==> src/rtl/fsm_cmd_issuer.sv <==
`default_nettype none
// ============================================================================
//  Module   : fsm_cmd_issuer
//  Purpose  : Accepts host state-change requests, validates the requested code
//             and the transition against the last acknowledged state, then
//             issues the command to a downstream FSM with a valid/ack
//             handshake guarded by a timeout. Errors are sticky. The first
//             cause is kept until err_clr.
//  Ports    : clk          - single clock, rising edge
//             rst_n        - synchronous reset, ACTIVE HIGH despite its name
//             i_req_valid  - host request present
//             i_req_code   - requested target state code
//             o_req_ready  - request accepted this cycle (only in S_IDLE)
//             o_cmd_valid  - command presented downstream
//             o_cmd_code   - command code (0 while o_cmd_valid is 0)
//             i_cmd_ack    - downstream has taken the command
//             i_err_clr    - clears the error status
//             o_cur_state  - last acknowledged code
//             o_err        - sticky error flag
//             o_err_code   - first error cause since the last clear
//                            (1 illegal code, 2 bad transition, 3 timeout,
//                             4 corrupt FSM state)
//  Revision : 1.0 - initial release
// ============================================================================
module fsm_cmd_issuer #(
  parameter int TIMEOUT = 15
) (
  input  logic       clk,
  input  logic       rst_n,
  input  logic       i_req_valid,
  input  logic [2:0] i_req_code,
  output logic       o_req_ready,
  output logic       o_cmd_valid,
  output logic [2:0] o_cmd_code,
  input  logic       i_cmd_ack,
  input  logic       i_err_clr,
  output logic [2:0] o_cur_state,
  output logic       o_err,
  output logic [2:0] o_err_code
);

  typedef enum logic [2:0] {
    S_IDLE      = 3'd0,
    S_CHECK     = 3'd1,
    S_ISSUE     = 3'd2,
    S_WAIT_DROP = 3'd3,
    S_ERR       = 3'd4
  } state_e;

  localparam logic [2:0] c_CODE_IDLE  = 3'd0;
  localparam logic [2:0] c_CODE_LOAD  = 3'd1;
  localparam logic [2:0] c_CODE_RUN   = 3'd2;
  localparam logic [2:0] c_CODE_PAUSE = 3'd3;
  localparam logic [2:0] c_CODE_DONE  = 3'd4;

  localparam logic [2:0] c_ERR_ILLEGAL = 3'd1;
  localparam logic [2:0] c_ERR_TRANS   = 3'd2;
  localparam logic [2:0] c_ERR_TIMEOUT = 3'd3;
  localparam logic [2:0] c_ERR_STATE   = 3'd4;

  // The counter runs 0,1,2,... while waiting; the cycle in which it would
  // reach TIMEOUT is the last one an ack is still honoured.
  localparam logic [3:0] c_CNT_LAST = 4'(TIMEOUT - 1);

  // State is kept as plain bits so the three unused encodings stay
  // representable and can be decoded explicitly.
  logic [2:0] r_state;
  logic [2:0] r_code;
  logic [3:0] r_cnt;
  logic       r_req_ready;
  logic       r_cmd_valid;
  logic [2:0] r_cmd_code;
  logic [2:0] r_cur_state;
  logic       r_err;
  logic [2:0] r_err_code;

  logic       w_code_legal;
  logic       w_trans_ok;
  logic       w_noop;
  logic       w_raise;
  logic [2:0] w_cause;

  assign w_code_legal = (r_code <= c_CODE_DONE);
  assign w_noop       = (r_code == r_cur_state);

  // Allowed transition table; abort to IDLE is legal from anywhere.
  always_comb begin
    w_trans_ok = 1'b0;
    if (r_code == c_CODE_IDLE) begin
      w_trans_ok = 1'b1;
    end else begin
      case (r_cur_state)
        c_CODE_IDLE:  w_trans_ok = (r_code == c_CODE_LOAD);
        c_CODE_LOAD:  w_trans_ok = (r_code == c_CODE_RUN);
        c_CODE_RUN:   w_trans_ok = (r_code == c_CODE_PAUSE) || (r_code == c_CODE_DONE);
        c_CODE_PAUSE: w_trans_ok = (r_code == c_CODE_RUN);
        default:      w_trans_ok = 1'b0;
      endcase
    end
  end

  // Error raised by the current cycle, if any.
  always_comb begin
    w_raise = 1'b0;
    w_cause = 3'd0;
    case (r_state)
      S_CHECK: begin
        if (!w_code_legal) begin
          w_raise = 1'b1;
          w_cause = c_ERR_ILLEGAL;
        end else if (!w_noop && !w_trans_ok) begin
          w_raise = 1'b1;
          w_cause = c_ERR_TRANS;
        end
      end
      S_ISSUE: begin
        if (!i_cmd_ack && (r_cnt == c_CNT_LAST)) begin
          w_raise = 1'b1;
          w_cause = c_ERR_TIMEOUT;
        end
      end
      S_IDLE, S_WAIT_DROP, S_ERR: begin
        w_raise = 1'b0;
      end
      3'd5, 3'd6, 3'd7: begin
        w_raise = 1'b1;
        w_cause = c_ERR_STATE;
      end
    endcase
  end

  always_ff @(posedge clk) begin
    if (rst_n) begin
      r_state     <= S_IDLE;
      r_code      <= 3'd0;
      r_cnt       <= 4'd0;
      r_req_ready <= 1'b1;
      r_cmd_valid <= 1'b0;
      r_cmd_code  <= 3'd0;
      r_cur_state <= 3'd0;
      r_err       <= 1'b0;
      r_err_code  <= 3'd0;
    end else begin
      // A new error beats a simultaneous clear; otherwise the first cause
      // is preserved until cleared.
      if (w_raise) begin
        r_err <= 1'b1;
        if (!r_err || i_err_clr) begin
          r_err_code <= w_cause;
        end
      end else if (i_err_clr) begin
        r_err      <= 1'b0;
        r_err_code <= 3'd0;
      end

      case (r_state)
        S_IDLE: begin
          if (i_req_valid && r_req_ready) begin
            r_code      <= i_req_code;
            r_state     <= S_CHECK;
            r_req_ready <= 1'b0;
          end
        end
        S_CHECK: begin
          if (w_raise || w_noop) begin
            r_state     <= S_IDLE;
            r_req_ready <= 1'b1;
          end else begin
            r_state     <= S_ISSUE;
            r_cmd_valid <= 1'b1;
            r_cmd_code  <= r_code;
            r_cnt       <= 4'd0;
          end
        end
        S_ISSUE: begin
          if (i_cmd_ack) begin
            r_cur_state <= r_code;
            r_state     <= S_WAIT_DROP;
            r_cmd_valid <= 1'b0;
            r_cmd_code  <= 3'd0;
          end else if (w_raise) begin
            r_state     <= S_ERR;
            r_cmd_valid <= 1'b0;
            r_cmd_code  <= 3'd0;
            r_cnt       <= r_cnt + 4'd1;
          end else begin
            r_cnt <= r_cnt + 4'd1;
          end
        end
        S_WAIT_DROP: begin
          if (!i_cmd_ack) begin
            r_state     <= S_IDLE;
            r_req_ready <= 1'b1;
          end
        end
        S_ERR: begin
          if (i_err_clr) begin
            r_state     <= S_IDLE;
            r_req_ready <= 1'b1;
          end
        end
        3'd5, 3'd6, 3'd7: begin
          r_state     <= S_ERR;
          r_req_ready <= 1'b0;
          r_cmd_valid <= 1'b0;
          r_cmd_code  <= 3'd0;
        end
      endcase
    end
  end

  assign o_req_ready = r_req_ready;
  assign o_cmd_valid = r_cmd_valid;
  assign o_cmd_code  = r_cmd_code;
  assign o_cur_state = r_cur_state;
  assign o_err       = r_err;
  assign o_err_code  = r_err_code;

endmodule
`default_nettype wire

==> config.mk <==
export PLATFORM = sky130hd
export DESIGN_NAME = fsm_cmd_issuer
export DESIGN_NICKNAME = d
export VERILOG_FILES = /design/src/rtl/fsm_cmd_issuer.sv
export SDC_FILE = /design/constraint.sdc
export NUM_CORES = 1
export LEC_CHECK = 0
export CAP_MARGIN = 40
export CELL_PAD_IN_SITES_DETAIL_PLACEMENT = 1
export CELL_PAD_IN_SITES_GLOBAL_PLACEMENT = 2
export CORE_UTILIZATION = 35
export CTS_BUF_LIST = sky130_fd_sc_hd__clkbuf_8
export DETAILED_ROUTE_END_ITERATION = 8
export PLACE_DENSITY_LB_ADDON = 0.1
export SLEW_MARGIN = 20
export SYNTH_ARGS = -nofsm -noshare
export SYNTH_HDL_FRONTEND = slang
export SYNTH_SLANG_ARGS = --single-unit
==> constraint.sdc <==
create_clock -name clk -period 3.5 [get_ports clk]
set_input_delay 0.7 -clock clk [delete_from_list [all_inputs] [get_ports clk]]
set_output_delay 0.7 -clock clk [all_outputs]
set_load 0.03 [all_outputs]
==> results of run 1 <==
## critical path: cells and delay by family
kind | cells | cell delay, ns
and+or+nand+nor | 2 | 0.46
buffers and inverters | 1 | 0.70
AOI/OAI and AO/OA | 3 | 1.11
## where the power goes
group          switching, W  leakage (nW)  total (W)  internal (W)
Sequential        0.0000777         0.178   0.000366      0.000288
Clock             0.0000855        0.0288   0.000186      0.000100
Combinational      0.000274         0.349   0.000452      0.000178
## cell families (layout without fill, tap and decap cells)
logic type / Yosys count / in the layout / synth area share [%]
and+or+nand+nor: 70 / 70 / 31.9
AOI/OAI and AO/OA: 44 / 44 / 23.4
DFF: 22 / 22 / 33.0
buffers and inverters: 13 / 28 / 4.03
muxes: 6 / 6 / 4.50
adders and majority gates: 2 / 2 / 1.88
xor gates and xnor gates: 2 / 2 / 1.31
## worst min path at each step
stage                      startpoint           to  slack, ns  cells past startpoint
after CTS                 o_cmd_valid  o_cmd_valid       0.50                      2
after floorplan              r_cnt[3]     r_cnt[3]       0.48                      1
after global routing      o_cmd_valid  o_cmd_valid       0.51                      2
after detailed placement  o_cmd_valid  o_cmd_valid       0.48                      2
after global placement    o_cmd_valid  o_cmd_valid       0.48                      2
final                     o_cmd_valid  o_cmd_valid       0.49                      2
## metrics by stage
step / utilization [%] / total power, W / worst slack (ns) / area (um2)
floorplan: - / 0.000693 / 1.16 / 1330
global placement: 42.6 / 0.000815 / 0.512 / 1560
detailed placement: 42.6 / 0.000826 / 0.409 / 1560
CTS: 44.1 / 0.00102 / 0.674 / 1620
global route: 44.1 / 0.00109 / 0.478 / 1620
finish: 44.1 / 0.00100 / 0.662 / 1620
## routing by layer
metal / wire length, um / track usage, % / share of wire (%) / up-vias
li1: - / - / - / 620
met1: 1650 / 23.8 / 48 / 630
met2: 1700 / 32.6 / 49 / 15
met3: 96 / 2.50 / 2.8 / 2
met4: 17 / 5.11 / 0.49 / 0
met5: 0 / 0 / 0 / -
## cells in the final DEF, fill, tap and decap left out, drive strengths merged, types with 3 or more instances in the layout
cell type,netlist,layout
nand3b,9,9
buf,3,3
or3,4,4
nor3,4,4
nor3b,4,4
nand2,6,6
clkbuf,8,4
a21oi,9,9
clkdlybuf4s50,0,19
and2,5,5
dfxtp,22,22
mux2i,6,6
o21ai,11,11
nor2,16,16
nand2b,3,3
nand3,5,5
nor2b,6,6
## registers in the layout, indices dropped and copies added, names as in the netlist
| register | flops |
|---|---|
| o_cmd_code | 3 |
| o_cur_state | 3 |
| r_state | 3 |
| o_cmd_valid | 1 |
| o_err_code | 3 |
| o_err | 1 |
| r_code | 3 |
| o_req_ready | 1 |
| r_cnt | 4 |
## cell type report
type	instances	area [um2]	share of cell area (%)
multi-input combinational	124	840	52.0
sequential	22	440	27.3
timing repair buffer	22	213	13.2
tap	48	60.1	3.72
clock buffer	4	55.1	3.41
inverter	2	7.51	0.465
## synth_stat cells, drive strengths merged, types with 5 or more instances
| cell | count |
|---|---|
| a21oi | 9 |
| dfxtp | 22 |
| and2 | 5 |
| o21ai | 11 |
| nand3 | 5 |
| nor2b | 6 |
| nand3b | 9 |
| mux2i | 6 |
| nor2 | 16 |
| nand2 | 6 |
| clkbuf | 8 |
==> flow_summary.yaml, run 1 <==
global_routing:
  grt_max_degree: 20
  grt_pass1_vias: 1318
  grt-ovfl-total: 0
  grt_pass1_wl_mm: 5.95
  grt_use_total_pct: 18.7
  antenna_found_initial: 0
floorplan:
  die_h_um: 63.7
  num_rows: 22
  fp.dieW_um: 63.7
  start_util_pct: 36.4
  dieArea_um2: 4060
  ioPinCount: 20
  core_um2: 3660
finish:
  antennaDiodeCount: 0
  drive_gt1_share_pct: 7.47
  layout.nets: 185
  layoutNonFillerInstCount: 222
  nFillCells: 454
  synthToLayoutAreaGrowth_pct: 21.1
timing:
  slew_headroom_pct: 55.8
  maxSlewViolCount: 0
  setup-tns-final_ns: 0
  tightest_slew_ns: 0.659
  period_share_pct: 81.1
  fin_skew_ns: 0.00355
  rsz0062_at_grt: "false"
  hold_viol_final: 0
  finalCriticalPeriod_ns: 2.84
  setup-violations-final: 0
  holdWs_ns: 0.488
  max_freq_ghz: 0.352
drt:
  ant_nets: 0
  drt_wl_total_mm: 3.46
  wl_per_cell_um: 15.6
  dr.pass1.iters: 4
  vias_per_cell: 5.71
  route.detailed.drc: 0
  drt_iter0_markers: 55
  vias: 1267
setup_path:
  critical_path.startpoint: "i_cmd_ack"
  ff2ff_setup_slack_ns: 0.99
  timing.rr.start: "r_cnt[0]"
  cpPeakStageDelay_ns: 0.70
  critPathCaptureType: "flip-flop"
  required_ns: 3.64
  critPathKind: "primary input to flip-flop"
  arrival_ns: 2.98
  reg2reg_depth: 7
  crit_chain: "clkdlybuf4s50_1 -> nor4b_4 -> a221oi_2 -> o21ai_1 -> nor3_1 -> o31ai_1"
  crit_fanout: 9
  r2r-end: "o_req_ready"
  endpoint: "o_req_ready"
  cp-start-kind: "primary input"
  slowest_stage: "clkdlybuf4s50_1"
yosys:
  yosysUniqueCellTypes: 47
  synth.net_count: 169
  synth-async-reset-ratio_pct: 0
  synthTopCellsByArea: "dfxtp_1, nand3b_1, mux2i_1"
  synth_flop_cell: "dfxtp_1"
  ys_warn_count: 0
  synth.avg_cell_area_um2: 8.39
  synthCells: 159
  synth_top_area_share_pct: 33.0
  synth-seq-area-share_pct: 33.0
  synth_edf_count: 0
  yosys_register_bits: 22
  syn_area_um2: 1330
  yosysTopAreaCell: "dfxtp_1"
clocking:
  cts_num_sinks: 22
  clock_path_buffers: 2
  cts_buffers: 3
  cts_setup_buffers: 0
  clk_pin_slew_ns: 0.08
  root_buffer: "clkbuf_8"
  htree_levels: 1
  cts_tree: "done"
  cts.hold.buffers_added: 0
  ctsResizeCount: 0
  clk_latency_ns: 0.26
placement:
  gp_congestion: 0.771
  dp_hpwl_mm: 2.59
  place_inst: 218
  port_buffers: 19
pwr:
  powerDensity_nw_per_um2: 621
  ir_drop_mv: 0.182
  p_leak_nw: 0.556
outcome:
  outcome: "completed"
flow_run:
  drv_cap: 0
worst_hold_path:
  min_path_type: "flip-flop to flip-flop"
(Power assumes the default switching activity.)
==> run 2, diff against run 1 <==
--- a/config.mk
+++ b/config.mk
@@ -8,7 +8,7 @@
 export CAP_MARGIN = 40
 export CELL_PAD_IN_SITES_DETAIL_PLACEMENT = 1
 export CELL_PAD_IN_SITES_GLOBAL_PLACEMENT = 2
-export CORE_UTILIZATION = 35
+export CORE_UTILIZATION = 30
 export CTS_BUF_LIST = sky130_fd_sc_hd__clkbuf_8
 export DETAILED_ROUTE_END_ITERATION = 8
 export PLACE_DENSITY_LB_ADDON = 0.1
==> constraint.sdc (replaced) <==
create_clock -name clk -period 2.6 [get_ports clk]
set_input_delay 0.52 -clock clk [delete_from_list [all_inputs] [get_ports clk]]
set_output_delay 0.52 -clock clk [all_outputs]
set_load 0.03 [all_outputs]
==> flow_summary.yaml, run 2 (same netlist as run 1, synthesis figures left out) <==
outcome:
  outcome: "completed"
pwr:
  p_leak_nw: 0.580
  ir_drop_mv: 0.317
  p_total_w: 0.00140
  powerDensity_nw_per_um2: 845
floorplan:
  fp.dieW_um: 68.7
  core_um2: 4140
  ioPinCount: 20
  num_rows: 23
  start_util_pct: 32.2
  dieArea_um2: 4720
  die_h_um: 68.7
global_routing:
  grt_pass1_wl_mm: 6.15
  grt-ovfl-total: 0
  antenna_found_initial: 0
  grt_max_degree: 17
  grt_pass1_vias: 1233
  grt_use_total_pct: 17.6
clocking:
  cts_setup_buffers: 0
  cts_buffers: 3
  cts_tree: "done"
  cts_num_sinks: 22
  cts.hold.buffers_added: 0
  clk_latency_ns: 0.27
  root_buffer: "clkbuf_8"
  clock_path_buffers: 2
  ctsResizeCount: 0
  htree_levels: 1
  clk_pin_slew_ns: 0.09
flow_run:
  drv_cap: 0
timing:
  period_share_pct: 87.1
  holdWs_ns: 0.500
  max_freq_ghz: 0.441
  slew_headroom_pct: 59.7
  finalCriticalPeriod_ns: 2.27
  hold_viol_final: 0
  rsz0062_at_grt: "false"
  setup-violations-final: 0
  fin_skew_ns: 0.00231
  setup-tns-final_ns: 0
  tightest_slew_ns: 0.603
  maxSlewViolCount: 0
drt:
  vias: 1284
  wl_per_cell_um: 16.9
  route.detailed.drc: 0
  vias_per_cell: 5.61
  drt_iter0_markers: 35
  dr.pass1.iters: 4
  drt_wl_total_mm: 3.86
  ant_nets: 0
placement:
  dp_hpwl_mm: 2.85
  gp_congestion: 0.731
  placed_cell_area_um2: 1600
  port_buffers: 19
setup_path:
  critPathKind: "flip-flop to flip-flop"
  critical_path.startpoint: "r_cnt[0]"
  arrival_ns: 2.41
  slowest_stage: "dfxtp_1"
  required_ns: 2.75
  cpPeakStageDelay_ns: 0.42
  crit_chain: "inv_1 -> ha_1 -> and3_1 -> a221oi_2 -> o21ai_1 -> nor3_1 -> o31ai_1"
  crit_fanout: 9
  reg2reg_depth: 7
  critPathCaptureType: "flip-flop"
  cp-start-kind: "flip-flop"
  timing.rr.start: "r_cnt[0]"
worst_hold_path:
  whs_path_depth: 2
  min_path_type: "flip-flop to flip-flop"
  hp-start: "o_cmd_valid"
finish:
  largest_reg_flops: 4
  drive_gt1_share_pct: 10.1
  layout_commonest_cell: "dfxtp_1"
  antennaDiodeCount: 0
  layout_common_cells: "dfxtp_1, clkdlybuf4s50_1, nor2_1"
  stdcell_area_um2: 1660
  layout.nets: 190
  regMostFlops: "r_cnt"
  synthToLayoutAreaGrowth_pct: 24.1
-- run 2: area by class of cell --
type                       count  area [um2]
sequential                    22         440
fill                         511        2490
inverter                       2        7.51
tap                           50        62.6
timing repair buffer          27         250
multi-input combinational    124         840
clock buffer                   4        55.1
-- run 2: where the power goes --
| group | internal [W] | switching [W] |
|---|---|---|
| combinational | 0.000264 | 0.000379 |
| sequential | 0.000388 | 0.000108 |
| clock | 0.000135 | 0.000124 |
| total | 0.000787 | 0.000612 |
-- run 2: metrics by stage --
stage	util (%)	instances	setup slack [ns]
after CTS	39.9	229	0.326
after global routing	39.9	229	0.139
after global placement	38.6	225	0.191
after detailed placement	38.6	225	0.0416
after floorplan	-	159	0.437
final	39.9	229	0.335
-- run 2: path summary, 6_finish.rpt --
kind                                     to  slack, ns
worst max-delay path            o_req_ready       0.33
worst min register to register  o_cmd_valid       0.50
worst max register to register  o_req_ready       0.33
worst min-delay path            o_cmd_valid       0.50
-- run 2: worst max-delay path: cells and delay by family (launching register included) --
kind                     cells  cell delay [ns]
flip-flops                   1             0.42
AND/OR/NAND/NOR              2             0.60
buffers and inverters        1             0.08
AO/OA/AOI/OAI                3             0.83
adder cells (fa/ha/maj)      1             0.23
-- run 2: layer usage --
metal | wire length, um | global-route usage, % | vias to the layer above | part of all wire [%]
li1 | - | - | 633 | -
met1 | 1870 | 22.8 | 629 | 48
met2 | 1860 | 29.8 | 20 | 48
met3 | 112 | 3.45 | 2 | 2.9
met4 | 21 | 3.91 | 0 | 0.54
met5 | 0 | 0 | - | 0
